<file path="config.mk">
export PLATFORM = sky130hd
export DESIGN_NAME = eth_mac_tx_gmii_8
export DESIGN_NICKNAME = d
export VERILOG_FILES = /design/src/rtl/eth_mac_tx_gmii_8.sv
export SDC_FILE = /design/constraint.sdc
export NUM_CORES = 1
export LEC_CHECK = 0
export ABC_CLOCK_PERIOD_IN_PS = 2510
export CORE_MARGIN = 3
export CORE_UTILIZATION = 50
export DETAILED_ROUTE_END_ITERATION = 8
export GPL_TIMING_DRIVEN = 0
export PLACE_DENSITY = 0.7
export SLEW_MARGIN = 30
export SYNTH_ARGS = -nofsm -noshare
export SYNTH_HDL_FRONTEND = slang
export SYNTH_SLANG_ARGS = --single-unit
</file>
<file path="constraint.sdc">
create_clock -name clk -period 2.51 [get_ports clk]
set_clock_uncertainty 0.15 [all_clocks]
set_input_delay 0.6275 -clock clk [delete_from_list [all_inputs] [get_ports clk]]
set_output_delay 0.6275 -clock clk [all_outputs]
set_load 0.02 [all_outputs]
</file>
<file path="src/rtl/eth_mac_tx_gmii_8.sv">
// eth_mac_tx_gmii_8: 8-bit Ethernet MAC transmit stage, AXI-stream frame bytes in, GMII out.
// Adds preamble/SFD, CRC-32 FCS and inter-frame gap, and flags underflow/bad beats on tx_er.
// Build option: define ETH_MAC_TX_MIN_FRAME_PAD_EN to pad short frames up to MIN_FRAME_LEN.

module eth_mac_tx_gmii_8 #(
    parameter int unsigned MIN_FRAME_LEN = 60,
    parameter int unsigned MIN_IFG       = 12
) (
    input  logic       clk,
    input  logic       rst_n,
    input  logic [7:0] s_axis_tdata,
    input  logic       s_axis_tvalid,
    output logic       s_axis_tready,
    input  logic       s_axis_tlast,
    input  logic       s_axis_tuser,
    input  logic [7:0] ifg_delay,
    output logic [7:0] gmii_txd,
    output logic       gmii_tx_en,
    output logic       gmii_tx_er,
    output logic       start_packet,
    output logic       error_underflow
);

    localparam logic [2:0] StIdle     = 3'd0;
    localparam logic [2:0] StPreamble = 3'd1;
    localparam logic [2:0] StPayload  = 3'd2;
    localparam logic [2:0] StWaitLast = 3'd3;
    localparam logic [2:0] StFcs      = 3'd4;
    localparam logic [2:0] StIfg      = 3'd5;
`ifdef ETH_MAC_TX_MIN_FRAME_PAD_EN
    localparam logic [2:0] StPad      = 3'd6;
    localparam logic [5:0] MinLen     = 6'(MIN_FRAME_LEN);
`endif

    localparam logic [31:0] CrcPoly = 32'hEDB88320;
    localparam logic [7:0]  MinIfg  = 8'(MIN_IFG);

    // Byte counter is 6 bits and the gap counter 8 bits; reject parameters that do not fit.
    if (MIN_FRAME_LEN > 63 || MIN_IFG < 1 || MIN_IFG > 255) begin : g_param_check
        $error("eth_mac_tx_gmii_8: MIN_FRAME_LEN or MIN_IFG out of range");
    end

    // Reflected CRC-32, one byte, LSB first.
    function automatic logic [31:0] crc_byte(input logic [31:0] crc, input logic [7:0] data);
        logic [31:0] c;
        c = crc ^ {24'd0, data};
        for (int i = 0; i < 8; i++) begin
            c = c[0] ? ((c >> 1) ^ CrcPoly) : (c >> 1);
        end
        return c;
    endfunction

    logic [2:0]  state_q, state_d;
    logic [2:0]  phase_q, phase_d;     // preamble byte index, then FCS byte index
    logic [31:0] crc_q, crc_d;
    logic [7:0]  ifg_cnt_q, ifg_cnt_d;
    logic [7:0]  txd_q, txd_d;
    logic        tx_en_q, tx_en_d;
    logic        tx_er_q, tx_er_d;
    logic        start_q, start_d;
    logic        underflow_q, underflow_d;
    logic [7:0]  ifg_load;
    logic [31:0] fcs;
`ifdef ETH_MAC_TX_MIN_FRAME_PAD_EN
    logic [5:0]  byte_cnt_q, byte_cnt_d, byte_cnt_inc;

    assign byte_cnt_inc = (byte_cnt_q >= MinLen) ? byte_cnt_q : byte_cnt_q + 6'd1;
`endif

    assign s_axis_tready = (state_q == StPayload) || (state_q == StWaitLast);
    // Outputs are registered, so the IFG state lasts one cycle less than the wire gap and the
    // IDLE cycle before the next preamble supplies the final idle byte.
    assign ifg_load = ((ifg_delay > MinIfg) ? ifg_delay : MinIfg) - 8'd1;
    assign fcs      = ~crc_q;

    assign gmii_txd        = txd_q;
    assign gmii_tx_en      = tx_en_q;
    assign gmii_tx_er      = tx_er_q;
    assign start_packet    = start_q;
    assign error_underflow = underflow_q;

    // Next-state, CRC, counters and next GMII byte
    always_comb begin
        state_d     = state_q;
        phase_d     = phase_q;
        crc_d       = crc_q;
        ifg_cnt_d   = ifg_cnt_q;
        txd_d       = 8'h00;
        tx_en_d     = 1'b0;
        tx_er_d     = 1'b0;
        start_d     = 1'b0;
        underflow_d = 1'b0;
`ifdef ETH_MAC_TX_MIN_FRAME_PAD_EN
        byte_cnt_d  = byte_cnt_q;
`endif
        case (state_q)
            StIdle: begin
                if (s_axis_tvalid) begin
                    state_d = StPreamble;
                    phase_d = 3'd0;
                end
            end
            StPreamble: begin
                tx_en_d = 1'b1;
                txd_d   = (phase_q == 3'd7) ? 8'hD5 : 8'h55;
                start_d = (phase_q == 3'd0);
                crc_d   = 32'hFFFF_FFFF;
`ifdef ETH_MAC_TX_MIN_FRAME_PAD_EN
                byte_cnt_d = 6'd0;
`endif
                phase_d = phase_q + 3'd1;
                if (phase_q == 3'd7) begin
                    state_d = StPayload;
                end
            end
            StPayload: begin
                tx_en_d = 1'b1;
                if (s_axis_tvalid) begin
                    txd_d   = s_axis_tdata;
                    tx_er_d = s_axis_tuser;
                    crc_d   = crc_byte(crc_q, s_axis_tdata);
`ifdef ETH_MAC_TX_MIN_FRAME_PAD_EN
                    byte_cnt_d = byte_cnt_inc;
`endif
                    if (s_axis_tlast) begin
                        phase_d = 3'd0;
                        state_d = StFcs;
`ifdef ETH_MAC_TX_MIN_FRAME_PAD_EN
                        if (byte_cnt_inc < MinLen) begin
                            state_d = StPad;
                        end
`endif
                    end
                end else begin
                    // Upstream starved mid-frame: poison the frame and drop the rest of it.
                    tx_er_d     = 1'b1;
                    underflow_d = 1'b1;
                    state_d     = StWaitLast;
                end
            end
            StWaitLast: begin
                // Gap is measured from the discarded tail, so it is never shorter than asked.
                if (s_axis_tvalid && s_axis_tlast) begin
                    ifg_cnt_d = ifg_load;
                    state_d   = StIfg;
                end
            end
`ifdef ETH_MAC_TX_MIN_FRAME_PAD_EN
            StPad: begin
                tx_en_d    = 1'b1;
                crc_d      = crc_byte(crc_q, 8'h00);
                byte_cnt_d = byte_cnt_q + 6'd1;
                if (byte_cnt_q + 6'd1 == MinLen) begin
                    phase_d = 3'd0;
                    state_d = StFcs;
                end
            end
`endif
            StFcs: begin
                tx_en_d = 1'b1;
                case (phase_q[1:0])
                    2'd0:    txd_d = fcs[7:0];
                    2'd1:    txd_d = fcs[15:8];
                    2'd2:    txd_d = fcs[23:16];
                    default: txd_d = fcs[31:24];
                endcase
                phase_d = phase_q + 3'd1;
                if (phase_q[1:0] == 2'd3) begin
                    ifg_cnt_d = ifg_load;
                    state_d   = StIfg;
                end
            end
            StIfg: begin
                ifg_cnt_d = ifg_cnt_q - 8'd1;
                if (ifg_cnt_q <= 8'd1) begin
                    state_d = StIdle;
                end
            end
            default: state_d = StIdle;
        endcase
    end

    // FSM state, CRC and counters
    always_ff @(posedge clk) begin
        if (!rst_n) begin
            state_q    <= StIdle;
            phase_q    <= 3'd0;
            crc_q      <= 32'hFFFF_FFFF;
            ifg_cnt_q  <= 8'd0;
`ifdef ETH_MAC_TX_MIN_FRAME_PAD_EN
            byte_cnt_q <= 6'd0;
`endif
        end else begin
            state_q    <= state_d;
            phase_q    <= phase_d;
            crc_q      <= crc_d;
            ifg_cnt_q  <= ifg_cnt_d;
`ifdef ETH_MAC_TX_MIN_FRAME_PAD_EN
            byte_cnt_q <= byte_cnt_d;
`endif
        end
    end

    // Registered GMII byte, enables and status pulses
    always_ff @(posedge clk) begin
        if (!rst_n) begin
            txd_q       <= 8'h00;
            tx_en_q     <= 1'b0;
            tx_er_q     <= 1'b0;
            start_q     <= 1'b0;
            underflow_q <= 1'b0;
        end else begin
            txd_q       <= txd_d;
            tx_en_q     <= tx_en_d;
            tx_er_q     <= tx_er_d;
            start_q     <= start_d;
            underflow_q <= underflow_d;
        end
    end

endmodule
</file>
Word-level counts from Yosys, hierarchy flattened
Index checks and enable logic that the tools add are counted.
{"block": "totals", "ff_bits": 58, "elab_cells": 90}
{"block": "op_classes", "addsub": 3, "magnitude_cmp": 2, "n_eq_ne": 17, "n_mux": 33, "n_bitwise": 10, "n_reduce_logical": 16}
{"op": "$mux 32", "n": 9}
{"op": "$not 13->14", "n": 8}
{"op": "$pmux 8 s3", "n": 3}
{"op": "$pmux 32 s2", "n": 1}
{"op": "$mux 8", "n": 5}
{"op": "$not 32->32", "n": 1}
{"op": "$xor 32x8->32", "n": 1}
{"op": "$mux 3", "n": 10}
{"op": "$pmux 3 s6", "n": 1}
{"op": "$sub 8x1->8 const B", "n": 2}
{"op": "$ne 2x2->1 const B", "n": 6}
{"op": "$eq 3x3->1 const B", "n": 3}
{"op": "$pmux 3 s3", "n": 1}
{"op": "$gt 8x4->1 const B", "n": 1}
{"op": "$le 8x1->1 const B", "n": 1}
{"op": "$eq 3x2->1 const B", "n": 2}
{"op": "$logic_not 3->1", "n": 2}
{"op": "$reduce_and 2->1", "n": 3}
{"op": "$reduce_and 6->1", "n": 1}
{"op": "$reduce_bool 3->1", "n": 2}
{"op": "$eq 2x2->1 const B", "n": 2}
{"op": "$reduce_and 4->1", "n": 1}
{"op": "$add 3x1->3 const B", "n": 1}
{"op": "$eq 3x1->1 const B", "n": 1}
{"op": "other kinds (11)", "n": 13}

Logic depth before layout (Yosys ltp)
{"block": "depth", "word_depth": 19, "ltp_mapped": 8}

Worst setup path before layout
No wires, ideal clock.
{"block": "synth_path", "path_type": "input-to-reg", "startpoint": "input ifg_delay[6]", "endpoint": "register ifg_cnt_q[4]", "setup_time_ns": 0.071, "arrival_time_ns": 2.449, "required_time_ns": 2.289, "setup_slack_ns": -0.159, "stages": 8, "path_cell_list": "or3_1 nand2b_1 o21ai_0 ha_1 nand2_1 or3_1 a221o_1 a21oi_1"}
{"block": "synth_between", "elab_chain_cells": 5, "word_cells_on_any_way": 6}
{"element": "start, declared", "line": "16", "source": "input logic [7:0] ifg_delay,"}
{"element": "$gt 8x4->1 (*)", "line": "73", "source": "assign ifg_load = ((ifg_delay > MinIfg) ? ifg_delay : MinIfg) - 8'd1;"}
{"element": "$mux 8 (*)", "line": "73"}
{"element": "$sub 8x1->8 (*)", "line": "73"}
{"element": "$mux 8, on equally long branches", "line": "168, 143"}
{"element": "$pmux 8 s3 (*)", "line": "96", "source": "case (state_q)"}
{"element": "end signal, assigned", "line": "197", "source": "ifg_cnt_q <= ifg_cnt_d;"}
{"element": "end, declared", "line": "56", "source": "logic [7:0] ifg_cnt_q, ifg_cnt_d;"}
Mark *: on every way between the ends. The rest lies on a longest branch, timed or not. The select of a mux whose other input is x is not followed.
A chain may end at the register's enable or synchronous reset.

Final worst setup path
{"block": "layout_path", "startpoint": "register phase_q[1]", "endpoint": "register txd_q[2] (netlist: gmii_txd[2])"}
{"block": "layout_between", "elab_chain_cells": 3, "word_cells_on_any_way": 5}
{"element": "start, declared", "line": "54", "source": "logic [2:0] phase_q, phase_d;"}
{"element": "start signal, assigned", "line": "195", "source": "phase_q <= phase_d;"}
{"element": "$eq 2x2->1 (tied with other cells)", "line": "161", "source": "case (phase_q[1:0])"}
{"element": "$pmux 8 s3 (*)", "line": "161"}
{"element": "$pmux 8 s3 (*)", "line": "96"}
{"element": "end signal, assigned", "line": "213", "source": "txd_q <= txd_d;"}
{"element": "end, declared", "line": "57", "source": "logic [7:0] txd_q, txd_d;"}
Mark *: on every way between the ends. The rest lies on a longest branch, timed or not.

==> flow_metrics.tcl <==
set metrics [dict create \
    status "complete, no violations" \
    synthSimpleGateAreaFrac_pct 15.6 \
    htreeDepth 3 \
    grt_overflow_total 0 \
    clk_pin_slew_ps 70 \
    place.gp.congestion 0.863 \
    ir_drop_mv 0.324 \
    numCtsBuffers 9 \
    synthMuxAreaShare_pct 0.613 \
    layout.cells.non_filler 522 \
    diodes 0 \
    drc 0 \
    intPower_uw 1750 \
    synth_area_per_cell_um2 8.84 \
    synth_area_leaders "dfxtp_1 (33%), xnor2_1 (13%), xnor2_2 (4.2%), nand2_1 (3.4%), a21oi_1 (3.3%)" \
    clock_latency_ps 330 \
    drt_iter0_markers 201 \
    io_pins 34 \
    grt_pass1_vias 2903 \
    numClockSinks 58 \
    yosys_register_bits 58 \
    syn_nets 421 \
    fill_cells 540 \
    yosys_warnings 0 \
    synth_top_family_by_area "XOR/XNOR gates" \
    hold_path.class "reg -> reg" \
    clock_path_buffers 2 \
    setup_viol 0 \
    synth_top_area_share_pct 33.5 \
    synth-compound-area-share_pct 21.2 \
    wl_per_cell_um 17.4 \
    synth_fa_ha_area_share_pct 2.89 \
    worstMarginPinSlew_ps 942 \
    whs_path_depth 1 \
    path_class "reg -> reg" \
    finalMaxSlewViolations 0 \
    finalNetCount 471 \
    async_flop_share_pct 0 \
    rows 29 \
    dp_hpwl_mm 6.24 \
    synth_xor_area_share_pct 21.8 \
    finalWirelength_mm 9.09 \
    power_frac_clock_pct 42.1 \
    cp-start-kind "flip-flop" \
    finalCritPeriodShare_pct 97.1 \
    root_buffer "clkbuf_8" \
    grt_pass1_wl_mm 14.6 \
    power_switching_uw 597 \
    synth_edf_count 0 \
    via_per_inst 5.94 \
    yosys-top-cells-count "dfxtp_1 (58), xnor2_1 (53), nand2_1 (31)" \
    drive_above_1_share_pct 13.7 \
    firstDrtPassIters 5 \
    period_needed_ps 2440 \
    cts_tree "yes" \
    timing.fmax_ghz 0.411 \
    synth-main-ff-cell "dfxtp_1" \
    crit_path_end_kind "flip-flop" \
    total_power_uw 2350 \
    final_core_util_pct 65.7 \
    dp_cells 500 \
    power.density_mw_per_mm2 548 \
    track_usage_pct 24.0 \
    timing.hold.ws_ps 321 \
    num_vias 3101 \
    slew_headroom_pct 37.0 \
    yosys.area.top_type "dfxtp_1" \
    antenna_found_initial 0 \
    areaGrowthSynthToFinish_pct 23.7 \
    path_max_fanout 9 \
    synthCells 392 \
    synth_cell_type_count 52 \
    yosysMostFrequentCell "dfxtp_1" \
    core-area_mm2 0.00653 \
    maxCapViolations 0 \
    initial_core_util_pct 53.1 \
    die-area_mm2 0.00797 \
    leakage_uw 0.00161 \
    synth_area_mm2 0.00347 \
    port_buffers 31 \
    finalHoldViolCount 0 \
    die_x_um 89.3 \
    swShare_pct 25.4 \
    crit_required_ps 2550 \
    grt_max_degree 11 \
    pwr-share-comb_pct 18.2 \
    ant_nets 0 \
    seqPwrFrac_pct 39.6 \
    yosysSeqAreaShare_pct 33.5 \
    reg2reg_depth 7 \
    dieHeight_um 89.3 \
    cp.arrival_ps 2480 \
]
## power by group through the flow
stage	clock network (µW)	logic [µW]	registers, µW
global placement	0	387	952
CTS	1000	398	931
floorplan	0	272	956
finish	991	429	931
detailed placement	0	388	952
global route	1050	455	932
## metrics by stage
step                worst slack (ps)  setup TNS, ps  area [µm²]
finish                          74.0              0        4290
CTS                             12.1              0        4150
global route                   -13.0          -13.0        4290
global placement                -584          -6820        3890
floorplan                       3.60              0        3480
detailed placement              -620          -6690        3890
## cell families after synthesis
| kind of cell | count (synthesis) |
|---|---|
| AO/OA/AOI/OAI | 106 |
| XOR/XNOR | 72 |
| adder cells (fa/ha/maj) | 8 |
| buffers and inverters | 35 |
| flip-flops | 58 |
| multiplexers | 2 |
| AND/OR/NAND/NOR | 111 |
## cell type report
cell class | instances | area [µm²] | area share (%)
Multi-Input combinational cell | 299 | 2280 | 53.2
Sequential cell | 58 | 1160 | 27.1
Timing Repair Buffer | 39 | 373 | 8.69
Clock buffer | 12 | 165 | 3.85
Tap cell | 77 | 96.3 | 2.25
Buffer | 18 | 90.1 | 2.10
Inverter | 17 | 63.8 | 1.49
Clock inverter | 2 | 60.1 | 1.40
## placed cells by master, fill, tap and decap left out, types with 10 or more instances in the layout
cell type	count
inv_1	16
xnor2_1	51
dfxtp_1	58
nor2b_1	17
clkbuf_1	10
nand2_1	30
clkdlybuf4s50_1	27
clkbuf_8	12
o22a_1	12
o22ai_1	14
a21oi_1	21
nor2_1	29
## worst max-delay path, cell delays in order, from the launching register on
cell and delay, ps:
dfxtp_1 400, inv_1 90, ha_1 350, nor2b_1 200
a2111oi_0 480, a21oi_1 80, a221oi_1 460, nor2_1 90
## flip-flops by register name, summed over array words and instances, names as in the netlist
register         count
crc_q               32
ifg_cnt_q            8
state_q              3
start_packet         1
gmii_tx_en           1
gmii_txd             8
gmii_tx_er           1
error_underflow      1
phase_q              3
## timing repair
item	in CTS	in global routing
gates cloned	0	0
hold buffers	0	0
buffers inserted	1	7
gates resized for setup	11	27
pin swaps	1	7
setup endpoints to repair	7	18
## path summary, 6_finish.rpt
check / to / slack, ps / from
min: start_packet / 320 / phase_q[2]
max reg2reg: gmii_txd[2] / 70 / phase_q[1]
max: gmii_txd[2] / 70 / phase_q[1]
min reg2reg: start_packet / 320 / phase_q[2]
## routing by layer
layer / GRT usage (%) / up-vias / routed length (µm)
met5: 0 / - / 0
met4: 9.20 / 0 / 190
met3: 4.33 / 22 / 752
met2: 35.4 / 136 / 3990
met1: 34.7 / 1454 / 4160
li1: - / 1489 / -
Power figures use the tool's default switching activity.
